--- src/rtl/cache_bank_requester_pkg.sv ---
// Shared types and defaults for the cache bank requester: FSM encoding, FIFO depth, retry limit.
// The verify states exist only when CACHE_REQ_WRITE_VERIFY_EN is defined.
`timescale 1ns/1ps
package cache_bank_requester_pkg;

    localparam int DEFAULT_DATA_WIDTH  = 8;
    localparam int DEFAULT_ADDR_WIDTH  = 8;
    localparam int DEFAULT_MAX_RETRIES = 3;
    localparam int FIFO_DEPTH          = 2;
    localparam int FIFO_CNT_W          = $clog2(FIFO_DEPTH + 1);

    typedef enum logic [2:0] {
        ST_IDLE          = 3'd0,
        ST_ISSUE         = 3'd1,
        ST_SAMPLE        = 3'd2,
`ifdef CACHE_REQ_WRITE_VERIFY_EN
        ST_VERIFY_ISSUE  = 3'd3,
        ST_VERIFY_SAMPLE = 3'd4,
`endif
        ST_RESP          = 3'd5
    } state_t;

endpackage

--- src/rtl/cache_req_fifo.sv ---
// Two-entry {write, addr, data} request buffer. Push/pop legality is decided by the parent.
`timescale 1ns/1ps
module cache_req_fifo
    import cache_bank_requester_pkg::*;
#(
    parameter int DATA_WIDTH = DEFAULT_DATA_WIDTH,
    parameter int ADDR_WIDTH = DEFAULT_ADDR_WIDTH
) (
    input  logic                  clk,
    input  logic                  reset,
    input  logic                  push,
    input  logic                  pop,
    input  logic                  pushWrite,
    input  logic [ADDR_WIDTH-1:0] pushAddr,
    input  logic [DATA_WIDTH-1:0] pushData,
    output logic                  headWrite,
    output logic [ADDR_WIDTH-1:0] headAddr,
    output logic [DATA_WIDTH-1:0] headData,
    output logic [FIFO_CNT_W-1:0] count,
    output logic                  full,
    output logic                  empty
);

    logic [FIFO_DEPTH-1:0] writeMem;
    logic [ADDR_WIDTH-1:0] addrMem [FIFO_DEPTH];
    logic [DATA_WIDTH-1:0] dataMem [FIFO_DEPTH];
    logic                  wrPtr;
    logic                  rdPtr;

    always_ff @(posedge clk or negedge reset) begin
        if (!reset) begin
            wrPtr    <= 1'b0;
            rdPtr    <= 1'b0;
            count    <= '0;
            writeMem <= '0;
            for (int i = 0; i < FIFO_DEPTH; i++) begin
                addrMem[i] <= '0;
                dataMem[i] <= '0;
            end
        end else begin
            if (push) begin
                writeMem[wrPtr] <= pushWrite;
                addrMem[wrPtr]  <= pushAddr;
                dataMem[wrPtr]  <= pushData;
                wrPtr           <= ~wrPtr;
            end
            if (pop) begin
                rdPtr <= ~rdPtr;
            end
            count <= count + FIFO_CNT_W'(push) - FIFO_CNT_W'(pop);
        end
    end

    assign headWrite = writeMem[rdPtr];
    assign headAddr  = addrMem[rdPtr];
    assign headData  = dataMem[rdPtr];
    assign full      = (count == FIFO_CNT_W'(FIFO_DEPTH));
    assign empty     = (count == '0);

endmodule

--- src/rtl/cache_bank_requester.sv ---
// Initiator for one cacheBank port: buffers client requests, drives the bank, retries lost writes.
// Define CACHE_REQ_WRITE_VERIFY_EN to read back every successful write and flag mismatches.
`timescale 1ns/1ps
module cache_bank_requester
    import cache_bank_requester_pkg::*;
#(
    parameter int DATA_WIDTH  = DEFAULT_DATA_WIDTH,
    parameter int ADDR_WIDTH  = DEFAULT_ADDR_WIDTH,
    parameter int MAX_RETRIES = DEFAULT_MAX_RETRIES
) (
    input  logic                  clk,
    input  logic                  reset,
    input  logic                  req_valid,
    output logic                  req_ready,
    input  logic                  req_write,
    input  logic [ADDR_WIDTH-1:0] req_addr,
    input  logic [DATA_WIDTH-1:0] req_data,
    output logic                  rsp_valid,
    output logic [DATA_WIDTH-1:0] rsp_data,
    output logic                  rsp_error,
    output logic                  busy,
    output logic [ADDR_WIDTH-1:0] cacheAddressIn,
    output logic [DATA_WIDTH-1:0] cacheDataIn,
    output logic                  memWrite,
    input  logic [DATA_WIDTH-1:0] cacheDataOut,
    input  logic                  portWrittenTo,
    output state_t                dbgState
);

    localparam int RETRY_W = $clog2(MAX_RETRIES + 1);

    // Handshake: a request transfers on any rising edge where req_valid && req_ready;
    // req_ready is registered and only reflects free FIFO space, so a same-cycle pop never frees a slot.
    state_t                state;
    logic                  readyReg;
    logic                  holdWrite;
    logic [ADDR_WIDTH-1:0] holdAddr;
    logic [DATA_WIDTH-1:0] holdData;
    logic [DATA_WIDTH-1:0] readData;
    logic [RETRY_W-1:0]    retryCnt;
    logic                  errorFlag;

    logic                  fifoPush;
    logic                  fifoPop;
    logic                  headWrite;
    logic [ADDR_WIDTH-1:0] headAddr;
    logic [DATA_WIDTH-1:0] headData;
    logic [FIFO_CNT_W-1:0] fifoCount;
    logic [FIFO_CNT_W-1:0] countNext;
    logic                  fifoFull;
    logic                  fifoEmpty;

    assign fifoPush  = req_valid && readyReg;
    assign fifoPop   = (state == ST_IDLE) && !fifoEmpty;
    assign countNext = fifoCount + FIFO_CNT_W'(fifoPush) - FIFO_CNT_W'(fifoPop);

    cache_req_fifo #(
        .DATA_WIDTH (DATA_WIDTH),
        .ADDR_WIDTH (ADDR_WIDTH)
    ) u_fifo (
        .clk       (clk),
        .reset     (reset),
        .push      (fifoPush),
        .pop       (fifoPop),
        .pushWrite (req_write),
        .pushAddr  (req_addr),
        .pushData  (req_data),
        .headWrite (headWrite),
        .headAddr  (headAddr),
        .headData  (headData),
        .count     (fifoCount),
        .full      (fifoFull),
        .empty     (fifoEmpty)
    );

    always_ff @(posedge clk or negedge reset) begin
        if (!reset) begin
            readyReg <= 1'b0;
        end else begin
            readyReg <= (countNext != FIFO_CNT_W'(FIFO_DEPTH));
        end
    end

    // Bank-facing outputs are registered on the edge that enters the state they belong to.
    always_ff @(posedge clk or negedge reset) begin
        if (!reset) begin
            state          <= ST_IDLE;
            holdWrite      <= 1'b0;
            holdAddr       <= '0;
            holdData       <= '0;
            readData       <= '0;
            retryCnt       <= '0;
            errorFlag      <= 1'b0;
            cacheAddressIn <= '0;
            cacheDataIn    <= '0;
            memWrite       <= 1'b0;
            rsp_valid      <= 1'b0;
            rsp_data       <= '0;
            rsp_error      <= 1'b0;
        end else begin
            memWrite  <= 1'b0;
            rsp_valid <= 1'b0;
            rsp_error <= 1'b0;
            case (state)
                ST_IDLE: begin
                    if (!fifoEmpty) begin
                        holdWrite      <= headWrite;
                        holdAddr       <= headAddr;
                        holdData       <= headData;
                        retryCnt       <= '0;
                        errorFlag      <= 1'b0;
                        cacheAddressIn <= headAddr;
                        cacheDataIn    <= headData;
                        memWrite       <= headWrite;
                        state          <= ST_ISSUE;
                    end
                end
                ST_ISSUE: begin
                    state <= ST_SAMPLE;
                end
                ST_SAMPLE: begin
                    if (!holdWrite) begin
                        readData <= cacheDataOut;
                        state    <= ST_RESP;
                    end else if (portWrittenTo) begin
`ifdef CACHE_REQ_WRITE_VERIFY_EN
                        state <= ST_VERIFY_ISSUE;
`else
                        state <= ST_RESP;
`endif
                    end else if (retryCnt < RETRY_W'(MAX_RETRIES)) begin
                        retryCnt <= retryCnt + RETRY_W'(1);
                        memWrite <= 1'b1;
                        state    <= ST_ISSUE;
                    end else begin
                        errorFlag <= 1'b1;
                        state     <= ST_RESP;
                    end
                end
`ifdef CACHE_REQ_WRITE_VERIFY_EN
                // Address is still held from the write, so this cycle is a plain read of it.
                ST_VERIFY_ISSUE: begin
                    state <= ST_VERIFY_SAMPLE;
                end
                ST_VERIFY_SAMPLE: begin
                    if (cacheDataOut != holdData) begin
                        errorFlag <= 1'b1;
                    end
                    state <= ST_RESP;
                end
`endif
                ST_RESP: begin
                    rsp_valid <= 1'b1;
                    rsp_data  <= holdWrite ? holdData : readData;
                    rsp_error <= errorFlag;
                    state     <= ST_IDLE;
                end
                default: begin
                    state <= ST_IDLE;
                end
            endcase
        end
    end

    assign req_ready = readyReg;
    assign busy      = (state != ST_IDLE) || !fifoEmpty;
    assign dbgState  = state;

endmodule

--- config.mk ---
export PLATFORM = sky130hd
export DESIGN_NAME = cache_bank_requester
export DESIGN_NICKNAME = d
export VERILOG_FILES = /design/src/rtl/cache_bank_requester_pkg.sv /design/src/rtl/cache_req_fifo.sv /design/src/rtl/cache_bank_requester.sv
export SDC_FILE = /design/constraint.sdc
export NUM_CORES = 1
export LEC_CHECK = 0
export ABC_AREA = 1
export CORE_MARGIN = 4
export CORE_UTILIZATION = 55
export DETAILED_ROUTE_END_ITERATION = 8
export GPL_TIMING_DRIVEN = 0
export HOLD_SLACK_MARGIN = 0.03
export PLACE_DENSITY = 0.83
export SLEW_MARGIN = 20
export SYNTH_ARGS = -nofsm -noshare
export SYNTH_HDL_FRONTEND = slang
export SYNTH_SLANG_ARGS = --single-unit
--- constraint.sdc ---
create_clock -name clk -period 3.4 [get_ports clk]
set_clock_uncertainty 0.2 [all_clocks]
set_input_delay 0.68 -clock clk [delete_from_list [all_inputs] [get_ports clk]]
set_output_delay 0.68 -clock clk [all_outputs]
set_load 0.02 [all_outputs]
==> results.sh <==
export IMPL_run_status="finished, final reports clean"
export IMPL_antenna_found_initial=0
export IMPL_vdd_drop_max_mv=0.493
export IMPL_finalSetupViolations=0
export IMPL_cts_resized=0
export IMPL_synth_largest_area_cell="dfrtp_1"
export IMPL_fillers=462
export IMPL_ys_warn_count=0
export IMPL_grt_util_met3=0.0473
export IMPL_area_growth_pct=27.3
export IMPL_cts_setup_buffers=0
export IMPL_ys_top_cells_by_count="nand2_1 (173), dfrtp_1 (81), o21ai_0 (56)"
export IMPL_switching_power_mw=1.49
export IMPL_power_frac_clock=0.199
export IMPL_numCtsBuffers=9
export IMPL_gp_congestion=0.799
export IMPL_post_dp_cell_area_mm2=0.00419
export IMPL_synth_area_per_cell_um2=8.56
export IMPL_worst_path_max_fanout=3
export IMPL_clockBufferDepth=2
export IMPL_io_pins=61
export IMPL_cts_root_buf="clkbuf_8"
export IMPL_crit_required_ns=2.52
export IMPL_first_global_vias=2766
export IMPL_rsz0062_at_grt="false"
export IMPL_drt_initial_drc_count=151
export IMPL_fp_dieH_um=87.5
export IMPL_final_max_slew_viol_count=0
export IMPL_io_buffers=60
export IMPL_slew_headroom=0.707
export IMPL_crit_arrival_ns=1.81
export IMPL_cts_tree="built"
export IMPL_clock_fmax_ghz=0.372
export IMPL_period_needed_ns=2.69
export IMPL_grt_met1_usage=0.279
export IMPL_synth_most_common_cell="nand2_1"
export IMPL_grt_use_met2=0.366
export IMPL_core_mm2=0.00603
export IMPL_worstMarginPinSlew_ns=0.439
export IMPL_intPower_mw=2.47
export IMPL_clkTransAtPathRegs_ns=0.08
export IMPL_die_area_mm2=0.00765
export IMPL_busiest_layer="met2"
export IMPL_grt_overflow=0
export IMPL_ys_ff_latch=81
export IMPL_netSwitchingFraction=0.376
export IMPL_syn_nets=438
export IMPL_drc=0
export IMPL_synth_area_leaders="dfrtp_1 (58%), nand2_1 (19%), o21ai_0 (8.1%), inv_1 (4.5%), buf_6 (1.3%)"
export IMPL_grt_first_pass_wirelength_um=12800
export IMPL_syn_inst=406
export IMPL_path_class="register to output pin"
export IMPL_final_antenna_net_count=0
export IMPL_async_flop_share=1.00
export IMPL_reg2reg_slack_ns=1.10
export IMPL_cts_sinks=81
export IMPL_diodes=0
export IMPL_start_util=0.576
export IMPL_postCtsHoldBufs=0
export IMPL_p_per_area_mw_per_mm2=897
export IMPL_combPwrFrac=0.397
export IMPL_drive_gt1_frac=0.0911
export IMPL_seqPwrFrac=0.404
export IMPL_vias_per_cell=5.00
export IMPL_rows=28
export IMPL_syn_area_mm2=0.00347
export IMPL_fin_nets=510
export IMPL_htreeDepth=3
export IMPL_cp_start_kind="register"
export IMPL_die_width_um=87.5
export IMPL_insertion_delay_ns=0.35
export IMPL_postLayoutCellArea_mm2=0.00442
export IMPL_tns_ns=0
export IMPL_synth_edf_count=0
export IMPL_end_kind="output pin"
export IMPL_yosysSeqAreaShare=0.584
export IMPL_wl_per_cell_um=13.4
export IMPL_synth_flop_cell="dfrtp_1"
export IMPL_timing_hold_ws_ns=0.0665
export IMPL_wl_um=7500
export IMPL_hold_viol=0
export IMPL_min_path_type="input pin to async pin"
export IMPL_dpl_hpwl_um=5270
export IMPL_dr_pass1_iters=4
export IMPL_synth_top_area_frac=0.584
export IMPL_p_total_mw=3.96
export IMPL_leakage_nw=2.24
export IMPL_yosys_cell_types_count=27
export IMPL_maxCapViolations=0
export IMPL_grt_max_degree=50
export IMPL_num_vias=2791
export IMPL_fin_crit_sh=0.790
export IMPL_track_usage=0.221
## cell usage in the layout, fill, tap and decap left out, types with 4 or more instances in the layout
cell / n
buf_2: 7
buf_4: 5
buf_6: 4
clkbuf_8: 11
clkdlybuf4s50_1: 59
dfrtp_1: 81
inv_1: 42
nand2_1: 173
nand3_1: 4
nor2_1: 6
o21ai_0: 56
o21ai_1: 5
## critical path: stages, from the launching register on
cell,delay [ns]
dfrtp_1,0.40
nor2_1,0.34
nand3_1,0.15
clkdlybuf4s50_1,0.57
## power by group through the flow
stage	registers, mW	clock network [mW]	logic, mW
4_1_cts	1.60	0.802	1.59
3_5_place_dp	1.62	0	1.57
2_1_floorplan	1.74	0	0.843
5_1_grt	1.65	0.852	1.80
6_report	1.60	0.788	1.57
3_3_place_gp	1.60	0	1.51
## per-stage QoR
step,instances,utilization,worst slack (ns)
global route,558,0.734,0.638
finish,558,0.734,0.715
detailed placement,542,0.696,1.03
CTS,558,0.734,0.685
floorplan,406,-,1.25
global placement,541,0.692,-1.27
## cell families (layout without fill, tap and decap cells)
kind of cell	after synthesis	after routing	synth area share
buffers and inverters	64	141	0.0854
flip-flops	81	81	0.584
adder cells (fa/ha/maj)	3	3	0.0108
AND/OR/NAND/NOR	194	194	0.225
XOR/XNOR	2	2	0.00504
AO/OA/AOI/OAI	62	62	0.0904
## cell type report
cell class | instances | area, um^2 | area share
plain buffers | 17 | 118 | 0.0266
clock buffers | 11 | 151 | 0.0342
clock inverters | 5 | 77.6 | 0.0175
inverters | 47 | 179 | 0.0405
multi-input cells | 261 | 1150 | 0.260
flip-flops and latches | 81 | 2030 | 0.458
well taps | 75 | 93.8 | 0.0212
repair buffers | 61 | 626 | 0.141
## final timing paths
path / end / depth (start not counted) / from
max in group asynchronous: u_fifo.addrMem[11] / 2 / reset
worst min-delay path: rsp_error / 1 / reset
worst max register to register: u_fifo.count[1] / 9 / u_fifo.count[1]
worst max-delay path: busy / 3 / u_fifo.count[1]
min in group clk: cacheAddressIn[0] / 2 / cacheAddressIn[0]
worst min register to register: cacheAddressIn[0] / 2 / cacheAddressIn[0]
## registers in the layout (all words and copies together) (netlist names)
register and flops:
rsp_valid 1, u_fifo.addrMem 16, errorFlag 1, rsp_error 1, u_fifo.writeMem 2, rsp_data 8, retryCnt 2, u_fifo.count 2
holdWrite 1, req_ready 1, readData 8, memWrite 1, cacheAddressIn 8, dbgState 3, holdData 8, u_fifo.rdPtr 1
u_fifo.wrPtr 1, u_fifo.dataMem 16
## layer usage
| layer | share of wire | vias to the layer above | wire length [um] |
|---|---|---|---|
| met5 | 0 | - | 0 |
| met4 | 0.013 | 0 | 101 |
| met3 | 0.063 | 9 | 470 |
| met2 | 0.50 | 80 | 3720 |
| met1 | 0.43 | 1311 | 3210 |
| li1 | - | 1391 | - |
(Power assumes the default switching activity.)
